## src/rtl/sfx_pkg.sv

```systemverilog
// Shared mode codes, state encoding and divider helper for sfx_tone_gen.
package sfx_pkg;

    localparam logic [1:0] MODE_STOP  = 2'd0;
    localparam logic [1:0] MODE_SIREN = 2'd1;
    localparam logic [1:0] MODE_CHOMP = 2'd2;
    localparam logic [1:0] MODE_DEATH = 2'd3;

    typedef enum logic [1:0] {
        ST_IDLE  = 2'd0,
        ST_SIREN = 2'd1,
        ST_CHOMP = 2'd2,
        ST_DEATH = 2'd3
    } state_e;

    // {2'b01, ramp, shift zeros}, returned wide; callers truncate
    function automatic logic [31:0] div_calc(
        input logic [31:0] ramp,
        input int          ramp_w,
        input int          shift
    );
        return ((32'd1 << ramp_w) | ramp) << shift;
    endfunction

endpackage

```

## src/rtl/sfx_tone_gen_if.sv

```systemverilog
// Start/stop/busy/done handshake between game controller and sfx_tone_gen.
interface sfx_tone_gen_if;

    logic       start;
    logic [1:0] mode;
    logic       stop;
    logic       busy;
    logic       done;

    modport master (
        output start, mode, stop,
        input  busy, done
    );

    modport slave (
        input  start, mode, stop,
        output busy, done
    );

endinterface

```

## src/rtl/sfx_divider.sv

```systemverilog
// Loadable down-counter with toggle flop producing the raw square wave.
module sfx_divider #(
    parameter int DIV_W = 15
) (
    input  logic             clk,
    input  logic             rst_n,
    input  logic             en,
    input  logic             load,
    input  logic [DIV_W-1:0] div,
    input  logic             idle_level,
    output logic             tick,
    output logic             out
);

    logic [DIV_W-1:0] cnt_q, cnt_d;
    logic             out_q, out_d;

    assign tick = en && (cnt_q == '0);
    assign out  = out_q;

    // load keeps the output phase; only the period changes
    always_comb begin
        cnt_d = cnt_q;
        out_d = out_q;
        if (load) begin
            cnt_d = div;
        end else if (!en) begin
            cnt_d = '0;
            out_d = idle_level;
        end else if (tick) begin
            cnt_d = div;
            out_d = ~out_q;
        end else begin
            cnt_d = cnt_q - DIV_W'(1);
        end
    end

    always_ff @(posedge clk) begin
        if (!rst_n) begin
            cnt_q <= '0;
            out_q <= 1'b0;
        end else begin
            cnt_q <= cnt_d;
            out_q <= out_d;
        end
    end

endmodule

```

## src/rtl/sfx_tone_gen.sv

```systemverilog
// Multi-effect square-wave speaker driver: SIREN, CHOMP, one-shot DEATH.
// Optional SFX_VOLUME_EN adds a 2-bit pwm volume gate on the vol port.
module sfx_tone_gen
    import sfx_pkg::*;
#(
    parameter int          TONE_W    = 22,
    parameter int          RAMP_W    = 7,
    parameter int          DIV_SHIFT = 5,
    parameter int          DIV_W     = 15,
    parameter logic [15:0] CHOMP_A   = 16'h2400,
    parameter logic [15:0] CHOMP_B   = 16'h1800
) (
    input  logic               clk,
    input  logic               rst_n,
    sfx_tone_gen_if.slave      ctl,
    input  logic               idle_level,
`ifdef SFX_VOLUME_EN
    input  logic [1:0]         vol,
`endif
    output logic               speaker
);

    localparam logic [TONE_W-1:0] TONE_END = {1'b0, {(TONE_W-1){1'b1}}};

    state_e            state_q, state_d;
    logic [TONE_W-1:0] tone_q, tone_d;
    logic              done_q, done_d;
    logic              restart;
    state_e            sel_st;
    logic [TONE_W-1:0] sel_tone;
    logic [RAMP_W-1:0] seg, ramp;
    logic [DIV_W-1:0]  div_sel, div;
    logic              tick, raw;

    assign restart = ctl.start && (ctl.mode != MODE_STOP);

    always_comb begin
        state_d = state_q;
        tone_d  = '0;
        done_d  = 1'b0;
        if (restart) begin
            state_d = state_e'(ctl.mode);
        end else if (ctl.start || ctl.stop) begin
            state_d = ST_IDLE;
        end else if (state_q == ST_DEATH && tone_q == TONE_END) begin
            state_d = ST_IDLE;
            done_d  = 1'b1;
        end else if (state_q != ST_IDLE) begin
            tone_d = tone_q + TONE_W'(1);
        end
    end

    // a restart reloads with the new mode's divider at tone 0
    always_comb begin
        sel_st   = restart ? state_e'(ctl.mode) : state_q;
        sel_tone = restart ? '0 : tone_q;
        seg      = sel_tone[TONE_W-2 -: RAMP_W];
        ramp     = sel_tone[TONE_W-1] ? seg : ~seg;
        div_sel  = '0;
        unique case (1'b1)
            (sel_st == ST_SIREN):
                div_sel = DIV_W'(div_calc(32'(ramp), RAMP_W, DIV_SHIFT));
            (sel_st == ST_CHOMP):
                div_sel = sel_tone[TONE_W-2] ? DIV_W'(CHOMP_B)
                                             : DIV_W'(CHOMP_A);
            (sel_st == ST_DEATH):
                div_sel = DIV_W'(div_calc(32'(seg), RAMP_W, DIV_SHIFT));
            default:
                div_sel = '0;
        endcase
    end

    assign div = (tick || restart) ? div_sel : '0;

    always_ff @(posedge clk) begin
        if (!rst_n) begin
            state_q <= ST_IDLE;
            tone_q  <= '0;
            done_q  <= 1'b0;
        end else begin
            state_q <= state_d;
            tone_q  <= tone_d;
            done_q  <= done_d;
        end
    end

    sfx_divider #(
        .DIV_W (DIV_W)
    ) u_div (
        .clk        (clk),
        .rst_n      (rst_n),
        .en         (state_d != ST_IDLE),
        .load       (restart),
        .div        (div),
        .idle_level (idle_level),
        .tick       (tick),
        .out        (raw)
    );

    assign ctl.busy = (state_q != ST_IDLE);
    assign ctl.done = done_q;

`ifdef SFX_VOLUME_EN
    logic [1:0] pwm_q, pwm_d;

    assign pwm_d = pwm_q + 2'd1;

    always_ff @(posedge clk) begin
        if (!rst_n) begin
            pwm_q <= 2'd0;
        end else begin
            pwm_q <= pwm_d;
        end
    end

    assign speaker = (state_q == ST_IDLE) ? raw : (raw & (pwm_q < vol));
`else
    assign speaker = raw;
`endif

endmodule

```

## src/flat_wrapper.sv

```systemverilog
// flat-port wrapper written by rule: the top's interface ports become plain ports
module sfx_tone_gen_flat import sfx_pkg::*;
#(
    parameter int          TONE_W    = 22,
    parameter int          RAMP_W    = 7,
    parameter int          DIV_SHIFT = 5,
    parameter int          DIV_W     = 15,
    parameter logic [15:0] CHOMP_A   = 16'h2400,
    parameter logic [15:0] CHOMP_B   = 16'h1800
)
  (clk, rst_n, idle_level, speaker, ctl_start, ctl_mode, ctl_stop, ctl_busy, ctl_done);
  sfx_tone_gen_if ctl_i ();
  input  logic clk;
  input  logic rst_n;
  input  logic idle_level;
  output logic speaker;
  input wire logic [$bits(ctl_i.start)-1:0] ctl_start;
  input wire logic [$bits(ctl_i.mode)-1:0] ctl_mode;
  input wire logic [$bits(ctl_i.stop)-1:0] ctl_stop;
  output wire logic [$bits(ctl_i.busy)-1:0] ctl_busy;
  output wire logic [$bits(ctl_i.done)-1:0] ctl_done;
  assign ctl_i.start = ctl_start;
  assign ctl_i.mode = ctl_mode;
  assign ctl_i.stop = ctl_stop;
  assign ctl_busy = ctl_i.busy;
  assign ctl_done = ctl_i.done;
  sfx_tone_gen #(.TONE_W(TONE_W), .RAMP_W(RAMP_W), .DIV_SHIFT(DIV_SHIFT), .DIV_W(DIV_W), .CHOMP_A(CHOMP_A), .CHOMP_B(CHOMP_B)) u_core (.clk(clk), .rst_n(rst_n), .ctl(ctl_i), .idle_level(idle_level), .speaker(speaker));
endmodule
```

## config.mk

```make
export PLATFORM = sky130hd
export DESIGN_NAME = sfx_tone_gen_flat
export DESIGN_NICKNAME = d
export VERILOG_FILES = /design/src/rtl/sfx_pkg.sv /design/src/rtl/sfx_tone_gen_if.sv /design/src/rtl/sfx_divider.sv /design/src/rtl/sfx_tone_gen.sv /design/src/flat_wrapper.sv
export SDC_FILE = /design/constraint.sdc
export NUM_CORES = 1
export LEC_CHECK = 0
export ABC_AREA = 1
export CORE_MARGIN = 2
export CORE_UTILIZATION = 55
export CTS_BUF_LIST = sky130_fd_sc_hd__clkbuf_4
export DETAILED_ROUTE_END_ITERATION = 8
export PLACE_DENSITY = 0.74
export SYNTH_ARGS = -nofsm -noshare
export SYNTH_HDL_FRONTEND = slang
export SYNTH_SLANG_ARGS = --single-unit
```

## constraint.sdc

```tcl
create_clock -name clk -period 2.3 [get_ports clk]
set_input_delay 0.23 -clock clk [delete_from_list [all_inputs] [get_ports clk]]
set_output_delay 0.23 -clock clk [all_outputs]
set_load 0.05 [all_outputs]
```

Word-level counts from Yosys, hierarchy flattened:

Cells that the tools add are included.
Widths: inputs -> output; s select.

* output and inout bits: 3
* flip-flop bits (word level): 41

* reduce and logical (&&, ||, !) cells: 12
* equal/unequal tests: 6
* multiplexer cells: 15
* bitwise operators: 5
* add/sub/neg operators: 2

Operators with widths (count)
* $mux 15: 4
* $pmux 15 s3: 1
* $add 22x1->22 const B: 1
* $eq 22x21->1 const B: 1
* $mux 22: 1
* $logic_not 15->1: 1
* $sub 15x1->15 const B: 1
* $mux 14: 1
* $mux 2: 4
* $mux 7: 1
* $not 7->7: 1
* $eq 2x2->1 const B: 3
* $reduce_bool 2->1: 3
* $reduce_or 5->1: 1
* $not 1->1: 4
* $logic_and 1x1->1: 3
* $mux 1: 3
* $reduce_or 3->1: 1
* $eq 2x1->1 const B: 1
* $logic_or 1x1->1: 2
* $ne 2x1->1 const B: 1
* $reduce_and 2->1: 1

Depth between registers and ports, before layout:

Gate-level depths: netlist of run 1.

* depth after elaboration: 12
* mapped depth: 14
* gate-level depth less buffers: 13

By module:

Synthesis of run 1 repeated with hierarchy kept, for this count alone.

* cells, all modules: 414
* area total of the unflattened synthesis: 2711.4 um^2

Modules (own cells, without submodules)
* sfx_tone_gen: times used 1, cells an instance 252, area an instance 1624.1 um^2, sequential area each 500.5 um^2
* sfx_divider: times used 1, cells an instance 162, area an instance 1087.3 um^2, sequential area each 320.3 um^2

Worst setup path after synthesis of run 1:

Ideal clock, no wire load.

* kind: reg2reg
* start point: register u_core.tone_q[0]
* end point: register u_core.u_div.cnt_q[6]
* data required time: 2.187 ns
* library setup time: 0.113 ns
* clock period less this slack: 1.803 ns
* stages on the path, launching flop included: 14
* data arrival time: 1.690 ns
* path slack: 0.497 ns
* cells stage by stage: dfxtp_1 ha_1 nand2_1 nor2_4 nand2_2 nor2_4 nand2_4 a21oi_4 nand2_4 nand2_4 nand2_4 buf_6 nor2_1 nor2_1

* longest elaborated chain between the ends: 12

Ends and longest elaborated chain
* from (decl): line sfx_tone_gen.sv:26 `logic [TONE_W-1:0] tone_q, tone_d;`
* from (signal assigned): line sfx_tone_gen.sv:82 `tone_q <= tone_d;`
* $eq 22x21->1 *: line sfx_tone_gen.sv:45 `end else if (state_q == ST_DEATH && tone_q == TONE_END) begin`
* $logic_and 1x1->1 *: line sfx_tone_gen.sv:45
* $mux 2 *: line sfx_tone_gen.sv:45
* $mux 2 *: line sfx_tone_gen.sv:43 `end else if (ctl.start || ctl.stop) begin`
* $mux 2 *: line sfx_tone_gen.sv:41 `if (restart) begin`
* $reduce_bool 2->1 *: line sfx_tone_gen.sv:92 `.en (state_d != ST_IDLE),`
* $logic_and 1x1->1: line sfx_divider.sv:18 `assign tick = en && (cnt_q == '0);`
* $logic_or 1x1->1: line sfx_tone_gen.sv:73 `assign div = (tick || restart) ? div_sel : '0;`
* $mux 15: line sfx_tone_gen.sv:73
* $mux 15: line sfx_divider.sv:30 `end else if (tick) begin`
* $mux 15: line sfx_divider.sv:27 `end else if (!en) begin`
* $mux 15 *: line sfx_divider.sv:25 `if (load) begin`
* to (signal assigned): line sfx_divider.sv:43 `cnt_q <= cnt_d;`
* to (decl): line sfx_divider.sv:15 `logic [DIV_W-1:0] cnt_q, cnt_d;`

Mark *: on every way between the ends. The rest lies on a longest branch, timed or not.
A chain may end at the register's enable or synchronous reset.

Final worst setup path of run 1:

* start point: register u_core.tone_q[0]
* end point: register u_core.u_div.cnt_q[8]

Same word-level chain as after synthesis.

==> results of run 1 <==
power by group through the flow:
| stage | Clock [µW] | Combinational, µW | Sequential, µW |
|---|---|---|---|
| after floorplan | 0 | 270 | 789 |
| after global placement | 0 | 345 | 785 |
| after detailed placement | 0 | 348 | 786 |
| after CTS | 469 | 350 | 770 |
| after global routing | 493 | 397 | 775 |
| final | 450 | 348 | 770 |
routing by layer:
layer	global-route usage, %	wire (µm)	vias to the layer above
met2	34.1	1960	18
met4	9.44	89	0
met5	0	0	-
li1	-	-	1062
met3	4.33	97	9
met1	26.1	2060	876
synthesized netlist by cell type, types with 3 or more instances:
master | instances | area (µm²)
a21oi_1 | 13 | 65.1
dfxtp_1 | 41 | 821
inv_1 | 32 | 120
inv_2 | 3 | 11.3
nand2_1 | 78 | 293
nand2_4 | 4 | 45.0
nand3_1 | 12 | 60.1
nand4_1 | 9 | 56.3
nor2_1 | 80 | 300
nor3_1 | 5 | 25.0
nor3b_1 | 4 | 30.0
o211ai_1 | 3 | 22.5
o21ai_0 | 4 | 20.0
o21ai_1 | 4 | 20.0
or2_2 | 3 | 18.8
xnor2_1 | 7 | 61.3
xor2_1 | 11 | 96.3
logic make-up (layout without fill, tap and decap cells):
group | count (synthesis) | count (layout) | synth area share [%]
simple gates | 200 | 200 | 39.2
flops | 41 | 41 | 37.0
buf+inv | 40 | 55 | 7.23
compound gates | 29 | 29 | 8.24
xor+xnor | 18 | 18 | 7.11
fa+ha+maj | 2 | 2 | 1.13
final cells by class:
type                            instances  area, µm²  share of cell area (%)
Inverter                               35        131                    5.38
Multi-Input combinational cell        249       1230                    50.6
Clock buffer                            5       37.5                    1.54
Clock inverter                          2       35.0                    1.43
Timing Repair Buffer                   13        120                    4.92
Sequential cell                        41        821                    33.6
Tap cell                               50       62.6                    2.56
flip-flops by register name, indices dropped and copies added, names as in the netlist:
register,flops
u_core.state_q,2
u_core.ctl.done,1
u_core.tone_q,22
u_core.u_div.cnt_q,15
u_core.u_div.out,1
per-stage QoR:
step / setup WS, ns / instance area [µm²]
2_1_floorplan: 0.497 / 2220
3_3_place_gp: 0.410 / 2370
3_5_place_dp: 0.361 / 2370
4_1_cts: 0.356 / 2440
5_1_grt: 0.172 / 2440
6_report: 0.386 / 2440
path summary, 6_finish.rpt:
| check | start | endpoint | slack [ns] | cells past startpoint |
|---|---|---|---|---|
| worst max-delay path | u_core.tone_q[0] | u_core.u_div.cnt_q[8] | 0.39 | 12 |
| worst min-delay path | u_core.u_div.cnt_q[0] | u_core.u_div.cnt_q[0] | 0.45 | 1 |
| worst max register to register | u_core.tone_q[0] | u_core.u_div.cnt_q[8] | 0.39 | 12 |
| worst min register to register | u_core.u_div.cnt_q[0] | u_core.u_div.cnt_q[0] | 0.45 | 1 |
==> impl_results.md, run 1 <==
* Cell count after synthesis at 330
* Yosys reg bits at 41
* Placed Cells at between 300 and 400
* Later-pin clock latency in the skew report at between 0.3 and 0.4 ns
* Clock period minus worst slack at roughly 1.9 ns
* Via Count at a little under 2000
* Top cell family by delay on the critical path: simple AND/OR/NAND/NOR gates
* Gate power share at approximately 22%
* PD cells at 642 nW/µm²
* Sequential area share after synthesis at 37.0%
* Most common cell after layout, fill and taps aside: nor2_1
* Run status: complete, no violations
* Async SR Flop Fraction at 0%
* Unrepaired setup endpoints after global routing: false
* Number of detailed-route iterations in the first pass at 4
* CP Data Arrival Time at roughly 2.2 ns
* Syn_area_per_cell at between 6 and 7 µm²
* Slowest-stage cell, CP: dfxtp_1
* All-layer global routing usage at between 20 and 25%
* Final core occ at 61.9%
* CTS Buffer Depth at 2
* Clock Power Share at about 29%
* Row Count at 23
* Nets@finish at around 350
* Root Driver: clkbuf_4
* Critical Path Source Type: flip-flop
* Global placement routability congestion at approximately 0.86
* Non-Filler Instances at 395
* Setup TNS at 0 ns
* Hold Path Class: reg2reg
* Commonest non-fill, non-tap cells in the layout: nor2_1 (80), nand2_1 (78), dfxtp_1 (41)
* H-tree levels at 2
* TritonCTS clock tree: done
* Maximum VDD drop at about 0.34 mV
* Via density at approximately 5.0
* Skew final at 0.0140 ns
* CTS resizes at 0
* Post-CTS setup buffer count at 0
* Pwr Total at between 1500 and 2000 µW
* Die area at 4550 µm²
* Yosys warnings at 0
* Num CTS Buffers at 5
* Hold violation count in the final report at 0
* Worst-Margin Slew at 0.497 ns
* Most used cell, CP: nor2_1
* Final setup violation count at 0
* Fmax at ~520 MHz
* Yosys cell types at 28
* Pin count of the biggest net entering global routing at 23
* Buffers added on ports at 9
* Diodes inserted at 0
* Critical path required time at around 2.6 ns
* Crit. End Element: flip-flop
* Flop pwr share at 49.1%
* DRC at 0
* Share of cells above drive strength 1 at under 10%
* Die Wd at between 60 and 70 µm
* Clock sinks at slightly above 40
* Cell area after synthesis at approximately 2200 µm²
* Min Hold Slack at 0.450 ns
* GRT overflow at 0
* CTS clk-pin slew, worst paths at 0.12 ns
* Crit-path max cell delay at ~0.37 ns
* Vert. Die Dim at around 67 µm
* Synth Net Count at around 340
* Fin crit share at 83.2%
* First-pass GRT wire length at ~7200 µm
* Ys flop type: dfxtp_1
* CP cell instances: ha_1 > nand2_1 > nor2_4 > nand2_2 > nor2_4 > nand2_4 > a21oi_4 > nand2_4 > inv_1 > nor2_1 > nor2_1 > nor2_1
* Critical path buffers and inverters at 1
* DRT iter0 DRCs at between 100 and 150
* Ports at 10
* Max-slew violations at 0
* Hold buffers post-CTS at 0
* Type of the worst setup path: reg2reg
* EDFF count, synth at 0
* Sw Share at around 30%
* WL final at about 4200 µm
* Max-Slew Margin vs Limit at approximately two thirds
* Switch Pwr at 469 µW
* Starting Density at between 50% and 60%
* Critical path fanouts, max at 7
* WL/cell at about 11 µm
* Fill cell count at around 390
* Post-DP HPWL at around 3300 µm
* Internal Power at about 1100 µW
* Core area at between 3000 and 4000 µm²
* Max_cap viols at 0
* Vias in the first global route at 1695
* Post-route ant nets at 0
* Initial antenna violation count at 0
* Area grow syn2layout at 10.2%
* Pleak at between 0.001 and 0.0015 µW
Note: power is estimated with default switching activity, not from simulation.
==> inputs of run 2 (changes only) <==
- clock period: 2.3 -> 1.95 ns (I/O delays scaled with it)
==> run 2 against run 1 <==
Net effect:
- highest routed layer unchanged
- cell count rose by 3.3%
- design area grew 5.6%
- critical endpoint is now u_core.u_div.cnt_q[5]
- sequential cell count unchanged
- non-clock buffer count grew 12
- first-iteration DRC count fell by 15%
- core utilization rose by 3.5 points
- clock-buffer cell count grew 1
- clock power increased by 24%
- combinational power up 24%
- hold slack worse by 0.0016 ns
- via count decreased by 0.15%
- power grew 21%
- critical path type unchanged
==> impl_results.md, run 2 (synthesis results as in run 1) <==
* Crit. End Element: flip-flop
* Post-route ant nets at 0 (unchanged)
* Fill cell count at 365 (-5.4%)
* Vias in the first global route at 1770 (+4.4%)
* Unrepaired setup endpoints after global routing: false
* CTS Buffer Depth at 2 (unchanged)
* Fin crit share at 93.0% (+9.8 points)
* Number of detailed-route iterations in the first pass at 4 (unchanged)
* All-layer global routing usage at 21.9% (+1.1 points)
* Final setup violation count at 0 (unchanged)
* Starting Density at 56.2% (unchanged)
* Ports at 10 (unchanged)
* Global placement routability congestion at 0.861 (about the same)
* H-tree levels at 2 (unchanged)
* DP Area at 2440 µm² (+2.9%)
* Post-DP HPWL at 3370 µm (+2.7%)
* R2R Setup Slk at 0.14 ns (-0.25 ns)
* Max-Slew Margin vs Limit at 66.5% (-0.26 points)
* Largest register by flop count: u_core.tone_q
* Initial antenna violation count at 0 (unchanged)
* Top cell family by delay on the critical path: simple AND/OR/NAND/NOR gates
* Buffers added on ports at 9 (unchanged)
* Pleak at 0.00109 µW (+8.8%)
* TritonCTS clock tree: done
* Run status: complete, no violations
* Hold buffers post-CTS at 0 (unchanged)
* Hold Path Class: reg2reg
* Nets@finish at 366 (+3.4%)
* CTS clk-pin slew, worst paths at 0.12 ns (about the same)
* Clock period minus worst slack at 1.81 ns (-0.0996 ns)
* Cell area after layout at 2580 µm² (+5.6%)
* DRC at 0 (unchanged)
* First-pass GRT wire length at 7490 µm (+4.5%)
* Skew final at 0.0154 ns (+0.00134 ns)
* Most common cell after layout, fill and taps aside: nor2_1
* Type of the worst setup path: reg2reg
* Top Registers: u_core.tone_q x22, u_core.u_div.cnt_q x15, u_core.state_q x2
* Crit-path max cell delay at 0.38 ns (about the same)
* CP cell instances: ha_4 > nand2_2 > nor2_4 > nand2_4 > nor2_4 > nand2_4 > a21oi_4 > nand2_4 > clkinvlp_4 > nor2_1 > nor2_1 > nor2_1
* Critical path buffers and inverters at 1 (unchanged)
* Max-slew violations at 0 (unchanged)
* Slowest-stage cell, CP: dfxtp_4
* GRT overflow at 0 (unchanged)
* Area grow syn2layout at 16.4%
* Worst-Margin Slew at 0.502 ns (+0.00467 ns)
* PD cells at 736 nW/µm² (+15%)
* Critical Path Source Type: flip-flop
* Share of cells above drive strength 1 at 12.0% (+4.5 points)
* Via density at 4.81 (-3.3%)
* WL final at 4330 µm (+2.9%)
* Setup TNS at 0 ns (unchanged)
* Root Driver: clkbuf_4
* Clock sinks at 41 (unchanged)
* CP Data Arrival Time at 2.09 ns (-0.08 ns)
* Later-pin clock latency in the skew report at 0.36 ns (about the same)
* Critical path required time at 2.22 ns (-0.34 ns)
* Fmax at 551 MHz (+5.5%)
* Commonest non-fill, non-tap cells in the layout: nor2_1 (80), nand2_1 (77), dfxtp_1 (39)
* Pin count of the biggest net entering global routing at 18 (-22%)
* Diodes inserted at 0 (unchanged)
* Die area at 4550 µm² (unchanged)
* Vert. Die Dim at 67.5 µm (unchanged)
* Hold violation count in the final report at 0 (unchanged)
* Core area at 3940 µm² (unchanged)
* Maximum VDD drop at 0.418 mV (+23%)
* Die Wd at 67.5 µm (unchanged)
* Max_cap viols at 0 (unchanged)
* Row Count at 23 (unchanged)
* DRT iter0 DRCs at 105 (-15%)
* Num CTS Buffers at 5 (unchanged)
* Via Count at 1962 (-0.15%)
* Critical path fanouts, max at 7 (unchanged)
* Max reg flops at 22 (unchanged)
* WL/cell at 10.6 µm (-0.33%)
run 2: per-stage QoR:
stage	power (µW)	cells	hold slack, ns	worst slack [ns]	utilization, %
6_report	1900	408	0.448	0.136	65.4
5_1_grt	2020	408	0.486	0.00578	65.4
4_1_cts	1900	405	0.448	0.00692	63.8
3_5_place_dp	1350	397	0.430	0.0210	61.8
3_3_place_gp	1350	397	0.424	0.0536	61.8
2_1_floorplan	1250	330	0.391	0.147	-
run 2: layout make-up:
cell class	count	area (µm²)	area share [%]
clock buffers	6	45.0	1.75
flip-flops and latches	41	826	32.0
inverters	35	135	5.24
multi-input cells	249	1260	49.0
clock inverters	2	33.8	1.31
repair buffers	25	213	8.25
well taps	50	62.6	2.43
run 2: final timing paths:
| kind | to | startpoint | depth (start not counted) |
|---|---|---|---|
| setup / recovery | u_core.u_div.cnt_q[5] | u_core.tone_q[0] | 12 |
| hold / removal | u_core.u_div.cnt_q[0] | u_core.u_div.cnt_q[0] | 1 |
| hold reg to reg | u_core.u_div.cnt_q[0] | u_core.u_div.cnt_q[0] | 1 |
| setup reg to reg | u_core.u_div.cnt_q[5] | u_core.tone_q[0] | 12 |
run 2: what timing repair did:
action | in CTS | in global routing
resized for setup | 0 | 10
setup endpoints to repair | 0 | 10
setup buffers | 0 | 3
run 2: per-layer routing:
metal  up-vias  wire length, µm  track usage, %
met1       851             2160            26.1
met5         -                0               0
met4         0               46            7.65
met3         4              109            6.00
li1       1092                -               -
met2        15             2020            37.5
run 2: power by group:
group | internal (µW) | switching (µW)
Sequential | 876 | 31.1
Combinational | 175 | 256
Clock | 281 | 278
==> inputs of run 3 (changes only) <==
- CAP_MARGIN: unset -> 20
==> results of run 3 <==
No change in the layout: final DEF, timing and power equal those of run 2.
